## config.mk

```make
export PLATFORM = sky130hd
export DESIGN_NAME = punc_ctrl_hs_flat
export DESIGN_NICKNAME = d
export VERILOG_FILES = /design/src/rtl/punc_ctrl_hs_if.sv /design/src/rtl/punc_ctrl_hs.sv /design/src/flat_wrapper.sv
export SDC_FILE = /design/constraint.sdc
export NUM_CORES = 1
export LEC_CHECK = 0
export CAP_MARGIN = 20
export CELL_PAD_IN_SITES_DETAIL_PLACEMENT = 0
export CELL_PAD_IN_SITES_GLOBAL_PLACEMENT = 1
export CORE_MARGIN = 5
export CORE_UTILIZATION = 27
export DETAILED_ROUTE_END_ITERATION = 6
export PLACE_DENSITY_LB_ADDON = 0.1
export SLEW_MARGIN = 20
export SYNTH_ARGS = -nofsm -noshare
export SYNTH_HDL_FRONTEND = slang
export SYNTH_SLANG_ARGS = --single-unit
```

## constraint.sdc

```tcl
create_clock -name clk -period 2.45 [get_ports clk]
set_clock_uncertainty 0.05 [all_clocks]
set_input_delay 0.3675 -clock clk [delete_from_list [all_inputs] [get_ports clk]]
set_output_delay 0.3675 -clock clk [all_outputs]
set_load 0.005 [all_outputs]
```

## src/rtl/punc_ctrl_hs_if.sv

```systemverilog
// Controller <-> datapath/memory bundle for punc_ctrl_hs; master = controller, slave = datapath side.
// The retired counter port exists only when PUNC_CTRL_PERF_EN is defined.
interface punc_ctrl_hs_if
`ifdef PUNC_CTRL_PERF_EN
   #(parameter int CNT_W = 32)
`endif
   ;
   logic [15:0] ir;
   logic        nzp_match;
   logic        mem_ack;
   logic        resume;
   logic        ir_ld, ir_clr;
   logic        pc_ld, pc_clr, pc_inc;
   logic [1:0]  pc_sel;
   logic        mem_req, mem_we;
   logic [1:0]  mem_addr_sel;
   logic        rf_wr, rf_w_addr_sel;
   logic [1:0]  rf_w_data_sel;
   logic        rf_rp_sel;
   logic [1:0]  alu_sel;
   logic        alu_a_sel;
   logic        temp_ld;
   logic        nzp_ld, nzp_clr;
   logic        halted, mem_err;
   logic [2:0]  state_o;
`ifdef PUNC_CTRL_PERF_EN
   logic [CNT_W-1:0] retired;
`endif

   modport master (
      input  ir, nzp_match, mem_ack, resume,
      output ir_ld, ir_clr, pc_ld, pc_clr, pc_inc, pc_sel,
             mem_req, mem_we, mem_addr_sel,
             rf_wr, rf_w_addr_sel, rf_w_data_sel, rf_rp_sel,
             alu_sel, alu_a_sel, temp_ld, nzp_ld, nzp_clr,
             halted, mem_err, state_o
`ifdef PUNC_CTRL_PERF_EN
      , output retired
`endif
   );

   modport slave (
      output ir, nzp_match, mem_ack, resume,
      input  ir_ld, ir_clr, pc_ld, pc_clr, pc_inc, pc_sel,
             mem_req, mem_we, mem_addr_sel,
             rf_wr, rf_w_addr_sel, rf_w_data_sel, rf_rp_sel,
             alu_sel, alu_a_sel, temp_ld, nzp_ld, nzp_clr,
             halted, mem_err, state_o
`ifdef PUNC_CTRL_PERF_EN
      , input retired
`endif
   );
endinterface

```

## src/rtl/punc_ctrl_hs.sv

```systemverilog
// PUnC LC3 multi-cycle controller: req/ack memory handshake with timeout, resumable HALT, one-cycle JSR/JSRR.
// Outputs are combinational from state/ir/nzp_match/mem_ack; PUNC_CTRL_PERF_EN adds the retired counter.
module punc_ctrl_hs #(
   parameter int MEM_TIMEOUT = 16
`ifdef PUNC_CTRL_PERF_EN
   , parameter int CNT_W = 32
`endif
) (
   input  logic           clk,
   input  logic           rst,
   punc_ctrl_hs_if.master bus
);
   typedef enum logic [2:0] {
      S_INIT = 3'd0, S_FETCH = 3'd1, S_DECODE = 3'd2, S_EXEC = 3'd3,
      S_EXEC2 = 3'd4, S_HALT = 3'd5, S_ERR = 3'd6
   } state_t;

   localparam logic [3:0] OP_BR  = 4'b0000, OP_ADD = 4'b0001, OP_LD  = 4'b0010, OP_ST  = 4'b0011;
   localparam logic [3:0] OP_JSR = 4'b0100, OP_AND = 4'b0101, OP_LDR = 4'b0110, OP_STR = 4'b0111;
   localparam logic [3:0] OP_NOT = 4'b1001, OP_LDI = 4'b1010, OP_STI = 4'b1011, OP_JMP = 4'b1100;
   localparam logic [3:0] OP_HLT = 4'b1101, OP_LEA = 4'b1110;

   localparam int            WW    = (MEM_TIMEOUT > 1) ? $clog2(MEM_TIMEOUT + 1) : 1;
   localparam logic [WW-1:0] W_LIM = (MEM_TIMEOUT > 0) ? WW'(MEM_TIMEOUT - 1) : '0;

   state_t          r_state;
   state_t          w_next;
   logic [WW-1:0]   r_wait;
   logic [3:0]      w_op;
   logic            w_wait;
   logic            w_timeout;
   logic            w_unused;

   assign w_op      = bus.ir[15:12];
   assign w_unused  = ^{bus.ir[10:6], bus.ir[4:0]};
   assign w_wait    = bus.mem_req && !bus.mem_ack;
   // The timeout fires on the wait cycle that would bring the count to MEM_TIMEOUT; an ack that cycle wins.
   assign w_timeout = (MEM_TIMEOUT != 0) && w_wait && (r_wait == W_LIM);
   assign bus.state_o = r_state;

   always_comb begin
      bus.ir_ld = 1'b0;  bus.ir_clr = 1'b0;
      bus.pc_ld = 1'b0;  bus.pc_clr = 1'b0;  bus.pc_inc = 1'b0;  bus.pc_sel = 2'd0;
      bus.mem_req = 1'b0;  bus.mem_we = 1'b0;  bus.mem_addr_sel = 2'd0;
      bus.rf_wr = 1'b0;  bus.rf_w_addr_sel = 1'b0;  bus.rf_w_data_sel = 2'd0;  bus.rf_rp_sel = 1'b0;
      bus.alu_sel = 2'd0;  bus.alu_a_sel = 1'b0;  bus.temp_ld = 1'b0;
      bus.nzp_ld = 1'b0;  bus.nzp_clr = 1'b0;  bus.halted = 1'b0;  bus.mem_err = 1'b0;
      case (r_state)
         S_INIT: begin
            bus.pc_clr = 1'b1;  bus.ir_clr = 1'b1;  bus.nzp_clr = 1'b1;
         end
         S_FETCH: begin
            bus.mem_req = 1'b1;
            bus.ir_ld   = bus.mem_ack;
            bus.pc_inc  = bus.mem_ack;
         end
         S_EXEC: begin
            case (w_op)
               OP_ADD, OP_AND: begin
                  bus.rf_wr = 1'b1;  bus.nzp_ld = 1'b1;
                  bus.alu_sel   = (w_op == OP_AND) ? 2'd1 : 2'd0;
                  bus.alu_a_sel = bus.ir[5];
               end
               OP_NOT: begin
                  bus.alu_sel = 2'd2;  bus.rf_wr = 1'b1;  bus.nzp_ld = 1'b1;
               end
               OP_LEA: begin
                  bus.rf_w_data_sel = 2'd2;  bus.rf_wr = 1'b1;  bus.nzp_ld = 1'b1;
               end
               OP_BR:  bus.pc_ld = bus.nzp_match;
               OP_JMP: begin
                  bus.pc_ld = 1'b1;  bus.pc_sel = 2'd2;
               end
               OP_JSR: begin
                  // Link write and jump share one edge, so JSRR R7 targets the old R7.
                  bus.rf_wr = 1'b1;  bus.rf_w_addr_sel = 1'b1;  bus.rf_w_data_sel = 2'd3;
                  bus.pc_ld = 1'b1;  bus.pc_sel = bus.ir[11] ? 2'd1 : 2'd2;
               end
               OP_LD, OP_LDR: begin
                  bus.mem_req      = 1'b1;
                  bus.mem_addr_sel = (w_op == OP_LD) ? 2'd1 : 2'd2;
                  bus.rf_wr  = bus.mem_ack;
                  bus.nzp_ld = bus.mem_ack;
                  bus.rf_w_data_sel = bus.mem_ack ? 2'd1 : 2'd0;
               end
               OP_ST, OP_STR: begin
                  bus.mem_req      = 1'b1;  bus.mem_we = 1'b1;  bus.rf_rp_sel = 1'b1;
                  bus.mem_addr_sel = (w_op == OP_ST) ? 2'd1 : 2'd2;
               end
               OP_LDI, OP_STI: begin
                  bus.mem_req = 1'b1;  bus.mem_addr_sel = 2'd1;  bus.temp_ld = bus.mem_ack;
               end
               default: ;
            endcase
         end
         S_EXEC2: begin
            bus.mem_req = 1'b1;  bus.mem_addr_sel = 2'd3;
            if (w_op == OP_STI) begin
               bus.mem_we = 1'b1;  bus.rf_rp_sel = 1'b1;
            end else begin
               bus.rf_wr  = bus.mem_ack;
               bus.nzp_ld = bus.mem_ack;
               bus.rf_w_data_sel = bus.mem_ack ? 2'd1 : 2'd0;
            end
         end
         S_HALT:  bus.halted  = 1'b1;
         S_ERR:   bus.mem_err = 1'b1;
         default: ;
      endcase
   end

   always_comb begin
      w_next = r_state;
      case (r_state)
         S_INIT:   w_next = S_FETCH;
         S_FETCH:  if (bus.mem_ack) w_next = S_DECODE; else if (w_timeout) w_next = S_ERR;
         S_DECODE: w_next = S_EXEC;
         S_EXEC: begin
            if (w_op == OP_HLT)
               w_next = S_HALT;
            else if (!bus.mem_req)
               w_next = S_FETCH;
            else if (bus.mem_ack)
               w_next = (w_op == OP_LDI || w_op == OP_STI) ? S_EXEC2 : S_FETCH;
            else if (w_timeout)
               w_next = S_ERR;
         end
         S_EXEC2:  if (bus.mem_ack) w_next = S_FETCH; else if (w_timeout) w_next = S_ERR;
         S_HALT:   if (bus.resume) w_next = S_FETCH;
         S_ERR:    w_next = S_ERR;
         default:  w_next = S_INIT;
      endcase
   end

   always_ff @(posedge clk) begin
      if (rst) begin
         r_state <= S_INIT;
         r_wait  <= '0;
      end else begin
         r_state <= w_next;
         if (w_next != r_state)
            r_wait <= '0;
         else if (w_wait && MEM_TIMEOUT != 0)
            r_wait <= r_wait + WW'(1);
      end
   end

`ifdef PUNC_CTRL_PERF_EN
   logic [CNT_W-1:0] r_retired;

   always_ff @(posedge clk) begin
      if (rst || r_state == S_INIT)
         r_retired <= '0;
      else if (w_next == S_FETCH && (r_state == S_EXEC || r_state == S_EXEC2))
         r_retired <= r_retired + CNT_W'(1);
   end

   assign bus.retired = r_retired;
`endif
endmodule

```

## src/flat_wrapper.sv

```systemverilog
// flat-port wrapper written by rule: the top's interface ports become plain ports
module punc_ctrl_hs_flat 
#(
   parameter int MEM_TIMEOUT = 16

)
  (clk, rst, bus_ir, bus_nzp_match, bus_mem_ack, bus_resume, bus_ir_ld, bus_ir_clr, bus_pc_ld, bus_pc_clr, bus_pc_inc, bus_pc_sel, bus_mem_req, bus_mem_we, bus_mem_addr_sel, bus_rf_wr, bus_rf_w_addr_sel, bus_rf_w_data_sel, bus_rf_rp_sel, bus_alu_sel, bus_alu_a_sel, bus_temp_ld, bus_nzp_ld, bus_nzp_clr, bus_halted, bus_mem_err, bus_state_o);
  punc_ctrl_hs_if bus_i ();
  input  logic clk;
  input  logic rst;
  input wire logic [$bits(bus_i.ir)-1:0] bus_ir;
  input wire logic [$bits(bus_i.nzp_match)-1:0] bus_nzp_match;
  input wire logic [$bits(bus_i.mem_ack)-1:0] bus_mem_ack;
  input wire logic [$bits(bus_i.resume)-1:0] bus_resume;
  output wire logic [$bits(bus_i.ir_ld)-1:0] bus_ir_ld;
  output wire logic [$bits(bus_i.ir_clr)-1:0] bus_ir_clr;
  output wire logic [$bits(bus_i.pc_ld)-1:0] bus_pc_ld;
  output wire logic [$bits(bus_i.pc_clr)-1:0] bus_pc_clr;
  output wire logic [$bits(bus_i.pc_inc)-1:0] bus_pc_inc;
  output wire logic [$bits(bus_i.pc_sel)-1:0] bus_pc_sel;
  output wire logic [$bits(bus_i.mem_req)-1:0] bus_mem_req;
  output wire logic [$bits(bus_i.mem_we)-1:0] bus_mem_we;
  output wire logic [$bits(bus_i.mem_addr_sel)-1:0] bus_mem_addr_sel;
  output wire logic [$bits(bus_i.rf_wr)-1:0] bus_rf_wr;
  output wire logic [$bits(bus_i.rf_w_addr_sel)-1:0] bus_rf_w_addr_sel;
  output wire logic [$bits(bus_i.rf_w_data_sel)-1:0] bus_rf_w_data_sel;
  output wire logic [$bits(bus_i.rf_rp_sel)-1:0] bus_rf_rp_sel;
  output wire logic [$bits(bus_i.alu_sel)-1:0] bus_alu_sel;
  output wire logic [$bits(bus_i.alu_a_sel)-1:0] bus_alu_a_sel;
  output wire logic [$bits(bus_i.temp_ld)-1:0] bus_temp_ld;
  output wire logic [$bits(bus_i.nzp_ld)-1:0] bus_nzp_ld;
  output wire logic [$bits(bus_i.nzp_clr)-1:0] bus_nzp_clr;
  output wire logic [$bits(bus_i.halted)-1:0] bus_halted;
  output wire logic [$bits(bus_i.mem_err)-1:0] bus_mem_err;
  output wire logic [$bits(bus_i.state_o)-1:0] bus_state_o;
  assign bus_i.ir = bus_ir;
  assign bus_i.nzp_match = bus_nzp_match;
  assign bus_i.mem_ack = bus_mem_ack;
  assign bus_i.resume = bus_resume;
  assign bus_ir_ld = bus_i.ir_ld;
  assign bus_ir_clr = bus_i.ir_clr;
  assign bus_pc_ld = bus_i.pc_ld;
  assign bus_pc_clr = bus_i.pc_clr;
  assign bus_pc_inc = bus_i.pc_inc;
  assign bus_pc_sel = bus_i.pc_sel;
  assign bus_mem_req = bus_i.mem_req;
  assign bus_mem_we = bus_i.mem_we;
  assign bus_mem_addr_sel = bus_i.mem_addr_sel;
  assign bus_rf_wr = bus_i.rf_wr;
  assign bus_rf_w_addr_sel = bus_i.rf_w_addr_sel;
  assign bus_rf_w_data_sel = bus_i.rf_w_data_sel;
  assign bus_rf_rp_sel = bus_i.rf_rp_sel;
  assign bus_alu_sel = bus_i.alu_sel;
  assign bus_alu_a_sel = bus_i.alu_a_sel;
  assign bus_temp_ld = bus_i.temp_ld;
  assign bus_nzp_ld = bus_i.nzp_ld;
  assign bus_nzp_clr = bus_i.nzp_clr;
  assign bus_halted = bus_i.halted;
  assign bus_mem_err = bus_i.mem_err;
  assign bus_state_o = bus_i.state_o;
  punc_ctrl_hs #(.MEM_TIMEOUT(MEM_TIMEOUT)) u_core (.clk(clk), .rst(rst), .bus(bus_i));
endmodule
```

Word-level counts from Yosys, hierarchy flattened
Index checks and enable logic that the tools add are counted.

Register bits: 8. Input bits: 21. Output and inout port bits: 27. Word-level logic and storage cells: 85.

$add $sub $neg: 1. Equal/unequal tests: 21. Multiplexer cells: 45. Reductions and logical operators: 16.

Operator list (count): equality test 4 bit (second input constant) (6); two-way mux 3 bit (8); one-hot mux 3 bit (7 select lines) (1); two-way mux 1 bit (17); equality test 4 x 3 -> 1 bit (second input constant) (4); one-hot mux 2 bit (2 select lines) (4); one-hot mux 1 bit (2 select lines) (7); OR reduction 2 bit (7); two-way mux 2 bit (6); one-hot mux 2 bit (3 select lines) (2); equality test 3 bit (second input constant) (3); equality test 4 x 2 -> 1 bit (second input constant) (2); equality test 3 x 2 -> 1 bit (second input constant) (2); OR reduction 6 bit (1); adder 5 x 1 -> 5 bit (second input constant) (1); equality test 5 x 4 -> 1 bit (second input constant) (1); OR reduction 5 bit (1); equality test 4 x 1 -> 1 bit (second input constant) (1); logical NOT 4 bit (1); OR reduction 4 bit (1); equality test 3 x 1 -> 1 bit (second input constant) (1); logical NOT 3 bit (1); != test 3 bit (1); logical AND 1 bit (2); other kinds (2) (2).

Depth between registers and ports, before layout
Gate-level depths: netlist (run 1).

Word-level depth: 13. Gate-level depth with buffers: 7.

Worst setup path before layout (run 1)
OpenSTA, ideal clock, no wires.

Kind: reg2reg. From: register u_core.r_wait[0]. To: register u_core.r_wait[2]. Library setup time: 86 ps. Arrival: 1750 ps. Setup slack: 564 ps. Stages on the path, launching flop included: 8. Buffers on the path: 0. Period minus slack after synthesis: 1886 ps. Cells stage by stage: dfxtp_1 ha_1 and3_1 ha_1 nor2_1 o31ai_1 a2111o_1 a211oi_1.

Word-level cells in the longest chain between the ends: 9.

RTL lines: start, declared (line punc_ctrl_hs.sv:28) `logic [WW-1:0] r_wait;`; start signal, assigned (line punc_ctrl_hs.sv:144) `r_wait <= r_wait + WW'(1);`; equality test 5 x 4 -> 1 bit (line punc_ctrl_hs.sv:38) `assign w_timeout = (MEM_TIMEOUT != 0) && w_wait && (r_wait == W_LIM);`; logical AND 1 bit (line punc_ctrl_hs.sv:38); two-way mux 3 bit (line punc_ctrl_hs.sv:116, punc_ctrl_hs.sv:125, punc_ctrl_hs.sv:128); two-way mux 3 bit (line punc_ctrl_hs.sv:123) `else if (bus.mem_ack)`; two-way mux 3 bit (line punc_ctrl_hs.sv:121) `else if (!bus.mem_req)`; two-way mux 3 bit (line punc_ctrl_hs.sv:119) `if (w_op == OP_HLT)`; one-hot mux 3 bit (7 select lines) (line punc_ctrl_hs.sv:114) `case (r_state)`; != test 3 bit (line punc_ctrl_hs.sv:141) `if (w_next != r_state)`; OR reduction 2 bit (no source line).

Parallel ways exist; a longest one is shown, timed or not. A chain may end at the register's enable or synchronous reset.

Worst setup path in the final report (run 1)
From: register u_core.r_state[1] (netlist: u_core.bus.state_o[1]). To: output bus_rf_w_data_sel[0].

Word-level cells in the longest chain between the ends: 2.

RTL lines: start, declared (line punc_ctrl_hs.sv:26) `state_t r_state;`; start signal, assigned (line punc_ctrl_hs.sv:140) `r_state <= w_next;`; equality test 3 bit or equality test 3 x 2 -> 1 bit (tied branches) (line punc_ctrl_hs.sv:48) `case (r_state)`; one-hot mux 2 bit (2 select lines) (*) (line punc_ctrl_hs.sv:48); end, declared (line flat_wrapper.sv:26) `output wire logic [$bits(bus_i.rf_w_data_sel)-1:0] bus_rf_w_data_sel;`.

Every way passes the cells marked *; elsewhere a longest branch is shown, timed or not.

==> results of run 1 <==
-- sequential cells by signal, indices dropped and copies added (netlist names) --
name,count
u_core.bus.state_o,3
u_core.r_wait,5
-- Yosys cell counts (all sizes together), types with 2 or more instances --
master / count / area (um2)
o21ai: 10 / 50.1
clkbuf: 5 / 18.8
or3b: 2 / 17.5
mux2: 2 / 22.5
or3: 3 / 18.8
nor3b: 5 / 37.5
xor2: 2 / 17.5
nor2: 11 / 41.3
dfxtp: 8 / 160
a211oi: 4 / 35.0
inv: 5 / 18.8
o22ai: 3 / 18.8
ha: 2 / 25.0
nand2: 7 / 26.3
a2111o: 2 / 22.5
nand2b: 7 / 51.3
nor3: 8 / 40.0
buf: 10 / 68.8
nand3: 2 / 10.0
a21oi: 9 / 45.0
and3: 2 / 12.5
o31ai: 3 / 22.5
nor2b: 2 / 12.5
-- power by group through the flow --
stage	clock [mW]	combinational [mW]	sequential [mW]
final	0.100	0.186	0.138
after global routing	0.118	0.206	0.138
after CTS	0.108	0.184	0.138
after detailed placement	0	0.181	0.139
after global placement	0	0.179	0.139
after floorplan	0	0.0984	0.138
-- what timing repair did --
action                     in CTS  in global routing
setup endpoints to repair      14                  7
pin swaps                       1                  1
resized for setup              14                 12
setup buffers                   1                  1
-- cell families after synthesis --
kind of cell,synth area share
AO/OA/AOI/OAI,0.296
XOR/XNOR,0.0280
adder cells (fa/ha/maj),0.0267
buffers and inverters,0.113
flip-flops,0.171
multiplexers,0.0347
AND/OR/NAND/NOR,0.331
-- through the flow --
step	util	cell area, um2	hold slack [ns]	TNS (ns)
5_1_grt	0.456	1530	0.490	-0.00295
4_1_cts	0.443	1490	0.469	0
3_3_place_gp	0.427	1440	0.446	-1.12
3_5_place_dp	0.427	1440	0.452	-1.32
2_1_floorplan	-	938	0.387	0
6_report	0.456	1530	0.461	0
-- worst paths after layout --
check,to,slack [ns],depth (start not counted)
setup / recovery,bus_rf_w_data_sel[0],0.09,5
hold / removal,u_core.r_wait[3],0.46,2
setup reg to reg,u_core.r_wait[2],0.34,7
hold reg to reg,u_core.r_wait[3],0.46,2
-- routing by layer --
layer,vias to the layer above,track usage,wire length (um)
met3,2,0.0308,164
li1,566,-,-
met4,0,0.0219,10
met2,29,0.257,1600
met5,-,0,0
met1,511,0.166,1300
-- critical path, stage by stage, from the launching register on --
cell	delay, ns
dfxtp_4	0.36
or3b_4	0.41
a41oi_1	0.17
o21ai_1	0.13
o21ai_1	0.10
clkdlybuf4s50_1	0.51
-- final cells by class --
| cell class | instances | area, um2 | share of cell area |
|---|---|---|---|
| multi-input combinational | 101 | 714 | 0.466 |
| timing repair buffer | 60 | 554 | 0.361 |
| sequential | 8 | 166 | 0.108 |
| tap | 46 | 57.6 | 0.0375 |
| clock buffer | 3 | 22.5 | 0.0147 |
| inverter | 5 | 18.8 | 0.0122 |
==> metrics.txt, run 1 <==
most frequent cells in the layout=clkdlybuf4s50_1 (31), buf_4 (21), nor2_1 (10); Int Power=0.291 mW; Avg Synthesized Cell Area=7.27 um2; vias=1,108; GP Congestion=0.797; gr usage total=0.139; Worst EP required=2.03 ns; Core ar.=0.00336 mm2; hold_buf cts=0; switch share=0.313; # fillers=359; clock latency on the worst-skew pair=0.25 ns; detailed placer's ending HPWL=2.45 mm; Distinct cells, synth=42; Total Wirelength=3.07 mm; ys flop type=dfxtp_1; Final Hold Viols=0; commonest non-fill, non-tap cell in the layout=clkdlybuf4s50_1; Die ar.=0.00475 mm2; violation count after the first detailed-route iteration=76; dpl cells=218; diode count=0; Pre-antenna DRT Iters=4; post-route ant nets=0; sequential fraction of design power=0.325; Die X=69.0 um; initial antenna violation count=0; number of port buffers=37; final setup violating endpoints=0; crit path capture type=output port; setup ws final=0.0925 ns; clock group share of total power=0.237; clock sink total=8; Slew HR=0.746; Pleak=0.592 nW; clock tree root buffer cell=clkbuf_4; number of remaining DRC errors=0; Starting Density=0.279; FP Rows=21; ys async rst share=0; synth warn=0; H-tree Lvls=1; CTS tree=built; Non-Filler Instances=223; FF-to-FF Start=u_core.r_wait[0]; first-pass GRT wire length=5.12 mm; Routed WL per cell=13.8 um; Final Net Count=202; CP startpoint=u_core.bus.state_o[1]; vias in the first global route=1,085; remaining global-route overflow=0; Seq cells post-synth=8; Post-Syn Area=938 um2; crit path time final=2.36 ns; net switching power=0.133 mW; pwr dens=277 mW/mm2; actual slew at the worst max-slew pin=0.381 ns; min-delay src=u_core.r_wait[3]; layout cells sized above 1=0.260; Layout area overhead=63.5%; Comb pwr share=0.438; period utilisation layout=0.962; Max-Cap Viols=0; sequential-to-total area share from yosys stat=0.171; die extent in y=69.0 um; maximum fanout along the worst path=5; status=finished, final reports clean; largest net degree at the start of global routing=16; RSZ-0062 raised after global routing=yes; Startpoint Class=flop; Max Clk Rate=0.424 GHz; Slew Viols, Final=0; Clock transition at path regs=0.05 ns; worst-case clock buffer depth=2; maximum vdd drop=0.275 mV; critical path arrival=1.94 ns; via/cell ratio=4.97; IO Pins=48; Synth Instances=129; CTS Buf Count=3; crit path kind=reg2out; Hold WC Path Type=reg2reg; Power Total=0.424 mW; Post-synth EDFFs=0; syn_nets=152; pre-CTS WS=-0.188 ns
Power figures use the tool's default switching activity.
==> run 2: changes to the inputs <==
==> constraint.sdc (replaced) <==
create_clock -name clk -period 2.45 [get_ports clk]
set_clock_uncertainty 0.05 [all_clocks]
set_input_delay 0.735 -clock clk [delete_from_list [all_inputs] [get_ports clk]]
set_output_delay 0.735 -clock clk [all_outputs]
set_load 0.005 [all_outputs]
==> run 2 against run 1 <==
Setup slack got worse by 0.042 ns. Worst hold slack got worse by 0.0019 ns. Global-route usage increased by 1.5 points. Sequential share of layout area decreased by 1.2 points. Die area unchanged. First-iteration DRC count shrank 39%. Maximum frequency down 1.8%. Critical endpoint is now bus_mem_we.
==> metrics.txt, run 2 (synthesized netlist as in run 1, its figures left out) <==
first-pass GRT wire length=5.57 mm; vias=1,211; period utilisation layout=0.979; Die X=69.0 um; pwr dens=269 mW/mm2; largest net degree at the start of global routing=15; crit path time final=2.40 ns; Layout area overhead=79.5%; post-route ant nets=0; initial antenna violation count=0; detailed placer's ending HPWL=2.59 mm; max FFs per register=5; most frequent cells in the layout=buf_4 (31), nor2_1 (9), a21oi_1 (8), buf_2 (8), buf_6 (8); Max-Cap Viols=0; Pleak=0.772 nW; area of the multi-input gates=803 um2; maximum fanout along the worst path=5; sequential cell area=163 um2; Slew Viols, Final=0; final setup violating endpoints=0; hold slack=0.459 ns; number of port buffers=37; FP Rows=21; Clock transition at path regs=0.05 ns; IO Pins=48; crit path capture type=output port; RSZ-0062 raised after global routing=no; number of remaining DRC errors=0; final core utilization=0.501; crit path kind=in2out; maximum vdd drop=0.281 mV; Hold WC Path Type=reg2reg; CTS Buf Count=3; min-delay src=u_core.r_wait[3]; worst-case clock buffer depth=2; Final Hold Viols=0; hold_buf cts=0; setup TNS=0 ns; status=finished, final reports clean; Total Wirelength=3.43 mm; clock tree root buffer cell=clkbuf_4; via/cell ratio=5.11; Final Net Count=216; Starting Density=0.279; diode count=0; FF-to-FF Start=u_core.bus.state_o[0]; Power Total=0.453 mW; CTS tree=built; die extent in y=69.0 um; GP Congestion=0.829; Routed WL per cell=14.5 um; Core ar.=0.00336 mm2; Max Clk Rate=0.417 GHz; critical path arrival=1.61 ns; register with the most flip-flops=u_core.r_wait; commonest non-fill, non-tap cell in the layout=buf_4; # fillers=379; vias in the first global route=1,236; gr usage total=0.154; CP startpoint=bus_ir[14]; Worst EP required=1.66 ns; H-tree Lvls=1; actual slew at the worst max-slew pin=0.311 ns; Slew HR=0.793; violation count after the first detailed-route iteration=46; clock latency on the worst-skew pair=0.25 ns; Pre-antenna DRT Iters=4; Die ar.=0.00475 mm2; Startpoint Class=primary input; clock sink total=8; remaining global-route overflow=0; layout cells sized above 1=0.455
-- run 2: cell type report --
type / instances / share of cell area
clock buffer: 3 / 0.0134
sequential: 8 / 0.0966
multi-input combinational: 101 / 0.477
tap: 46 / 0.0342
inverter: 5 / 0.0111
timing repair buffer: 74 / 0.368
-- run 2: path summary, 6_finish.rpt --
path,cells after the start,end,slack (ns)
max,6,bus_mem_we,0.05
min,2,u_core.r_wait[3],0.46
max reg2reg,8,u_core.r_wait[2],0.33
min reg2reg,2,u_core.r_wait[3],0.46
-- run 2: critical path: stages --
cell	delay [ns]
buf_6	0.11
buf_6	0.12
nand2b_4	0.15
o22ai_2	0.10
and3_4	0.20
clkdlybuf4s15_1	0.20
-- run 2: what timing repair did --
item	in CTS	in global routing
pin swaps	6	3
gates cloned	0	0
setup endpoints to repair	27	18
buffers inserted	5	0
endpoints found under the hold margin	0	0
resized for setup	95	27
-- run 2: layer usage --
metal / global-route usage / vias to the layer above / share of wire
met5: 0 / - / 0
met4: 0.0511 / 0 / 0.012
met3: 0.0243 / 4 / 0.068
met2: 0.306 / 41 / 0.54
met1: 0.162 / 574 / 0.38
li1: - / 592 / -
-- run 2: per-stage QoR --
step	worst slack, ns	cell area, um2	std cells
final	0.0504	1680	237
after global routing	0.00252	1680	237
after CTS	-0.0541	1640	237
after detailed placement	-0.863	1520	229
after global placement	-0.841	1520	229
after floorplan	0.0927	938	129
-- run 2: power breakdown --
group | leakage, nW | internal [mW] | switching (mW) | total (mW)
combinational | 0.692 | 0.117 | 0.0994 | 0.216
sequential | 0.0655 | 0.134 | 0.00380 | 0.138
clock | 0.0138 | 0.0559 | 0.0429 | 0.0989
total | 0.772 | 0.307 | 0.146 | 0.453
==> run 3: changes to the inputs <==
--- a/config.mk
+++ b/config.mk
@@ -12,7 +12,8 @@
 export CORE_UTILIZATION = 27
 export DETAILED_ROUTE_END_ITERATION = 6
 export PLACE_DENSITY_LB_ADDON = 0.1
-export SLEW_MARGIN = 20
+export SETUP_SLACK_MARGIN = 0.05
+export SLEW_MARGIN = 30
 export SYNTH_ARGS = -nofsm -noshare
 export SYNTH_HDL_FRONTEND = slang
 export SYNTH_SLANG_ARGS = --single-unit
==> run 3 against run 2 <==
Total power down 1.1%. Critical path depth unchanged. Utilization down 0.26 points. Sequential share of layout area up 0.35 points. Critical path type unchanged.
==> metrics.txt, run 3 (synthesized netlist as in run 1, its figures left out) <==
initial antenna violation count=0; Startpoint Class=primary input; clock sink total=8; hold worst-path end=u_core.r_wait[3]; Cell Chain, Critical Path=buf_8, buf_6, nand2b_4, o22ai_2, and3_4, clkdlybuf4s15_1; Die ar.=0.00475 mm2; Max stage delay on crit path=0.20 ns; max FFs per register=5; vias=1,208; Routed WL per cell=14.0 um; crit path time final=2.39 ns; register with the most flip-flops=u_core.r_wait; violation count after the first detailed-route iteration=57; worst-case clock buffer depth=2; Int Power=0.304 mW; worst-case reg-to-reg path depth=7; dpl cells=229; number of port buffers=37; Max-Cap Viols=0; Clock transition at path regs=0.05 ns; pwr dens=267 mW/mm2; Pleak=0.736 nW; hold slack=0.459 ns; Pre-antenna DRT Iters=4; die extent in y=69.0 um; Max Clk Rate=0.419 GHz; vias in the first global route=1,212; status=finished, final reports clean; diode count=0; Power Total=0.448 mW; reg2reg setup slack=0.35 ns; Layout area overhead=78.5%; critical path arrival=1.60 ns; area of the multi-input gates=795 um2; final setup violating endpoints=0; maximum fanout along the worst path=5; Worst EP required=1.66 ns; first-pass GRT wire length=5.40 mm; Final Hold Viols=0; Final Net Count=214; commonest non-fill, non-tap cell in the layout=buf_4; sequential cell area=168 um2; Slew HR=0.751; FF-to-FF Start=u_core.r_wait[0]; switch share=0.321; via/cell ratio=5.14; number of remaining DRC errors=0; Comb pwr share=0.472; Placement Cell Area=0.00152 mm2; Total Wirelength=3.29 mm; sequential fraction of design power=0.306; CTS tree=built; CP bufs+invs=3; largest net degree at the start of global routing=17; RSZ-0062 raised after global routing=yes; Crit Reg-Reg Endpoint=u_core.r_wait[2]; IO Pins=48; Slew Viols, Final=0; net switching power=0.144 mW; Final Cell Area=0.00168 mm2; Max stage delay cell, worst path=and3_4; detailed placer's ending HPWL=2.59 mm; FP Rows=21; CTS Buf Count=3; Hold Crit Depth=2; Die X=69.0 um; actual slew at the worst max-slew pin=0.370 ns; clock tree root buffer cell=clkbuf_4; crit path kind=in2out; Non-Filler Instances=235; remaining global-route overflow=0; GP Congestion=0.829; most frequent cells in the layout=buf_4 (27), buf_2 (11), nor2_1 (9), buf_6 (9), a21oi_1 (8); H-tree Lvls=1; setup TNS=0 ns; Core ar.=0.00336 mm2; Hold WC Path Type=reg2reg; crit path capture type=output port; clock latency on the worst-skew pair=0.25 ns; # fillers=385; gr usage total=0.148; Starting Density=0.279; clock group share of total power=0.222; post-route ant nets=0; period utilisation layout=0.975; min-delay src=u_core.r_wait[3]; CP delay by family, top=buffers and inverters; maximum vdd drop=0.278 mV; layout cells sized above 1=0.455
-- run 3: changes by cell type in the layout (fill, tap and decap cells not counted), sizes merged --
cell	before	now
buf	47	50
clkbuf	8	6
clkdlybuf4s15	4	2
dlymetal6s2s	6	4
dlygate4sd2	5	6
-- run 3: power by group through the flow --
stage	clock network, mW	logic, mW	registers (mW)
after floorplan	0	0.0984	0.138
after global placement	0	0.191	0.139
after detailed placement	0	0.190	0.139
after CTS	0.107	0.205	0.137
after global routing	0.114	0.228	0.138
final	0.0994	0.211	0.137
-- run 3: worst max-delay path by stage --
stage / startpoint / endpoint / slack [ns] / cells past startpoint
after floorplan: bus_ir[13] / bus_pc_sel[0] / 0.09 / 3
after global placement: bus_ir[14] / bus_pc_sel[0] / -0.84 / 5
after detailed placement: bus_ir[14] / bus_pc_sel[0] / -0.86 / 5
after CTS: bus_ir[14] / bus_rf_w_data_sel[0] / 0.02 / 6
after global routing: u_core.bus.state_o[1] / bus_nzp_ld / -0.009 / 5
final: bus_ir[14] / bus_rf_rp_sel / 0.06 / 6
-- run 3: layer usage --
| layer | vias to the layer above | wire length, um | global-route usage |
|---|---|---|---|
| met5 | - | 0 | 0 |
| met4 | 0 | 40 | 0.0462 |
| met3 | 4 | 217 | 0.0227 |
| met2 | 38 | 1740 | 0.283 |
| met1 | 577 | 1290 | 0.165 |
| li1 | 589 | - | - |
-- run 3: timing repair --
action | CTS | global route
setup buffers | 2 | 1
gates resized for setup | 108 | 32
hold buffers | 0 | 0
setup endpoints to repair | 27 | 19
pin swaps | 9 | 5
-- run 3: layout make-up --
| type | count | area share |
|---|---|---|
| Clock buffer | 3 | 0.0134 |
| Sequential cell | 8 | 0.100 |
| Multi-Input combinational cell | 101 | 0.474 |
| Inverter | 5 | 0.0127 |
| Tap cell | 46 | 0.0344 |
| Timing Repair Buffer | 72 | 0.365 |
-- run 3: worst reg2reg max path: stages (launching register included) --
cell and delay, ns:
dfxtp_1 0.33, ha_1 0.22, and3_1 0.18, ha_1 0.21, nor2_1 0.24, o31ai_1 0.10
a2111o_1 0.45, a211oi_1 0.23
-- run 3: stage by stage --
stage / setup slack, ns / util
after floorplan: 0.0927 / -
after global placement: -0.841 / 0.452
after detailed placement: -0.863 / 0.452
after CTS: 0.0177 / 0.481
after global routing: -0.00935 / 0.498
final: 0.0616 / 0.498
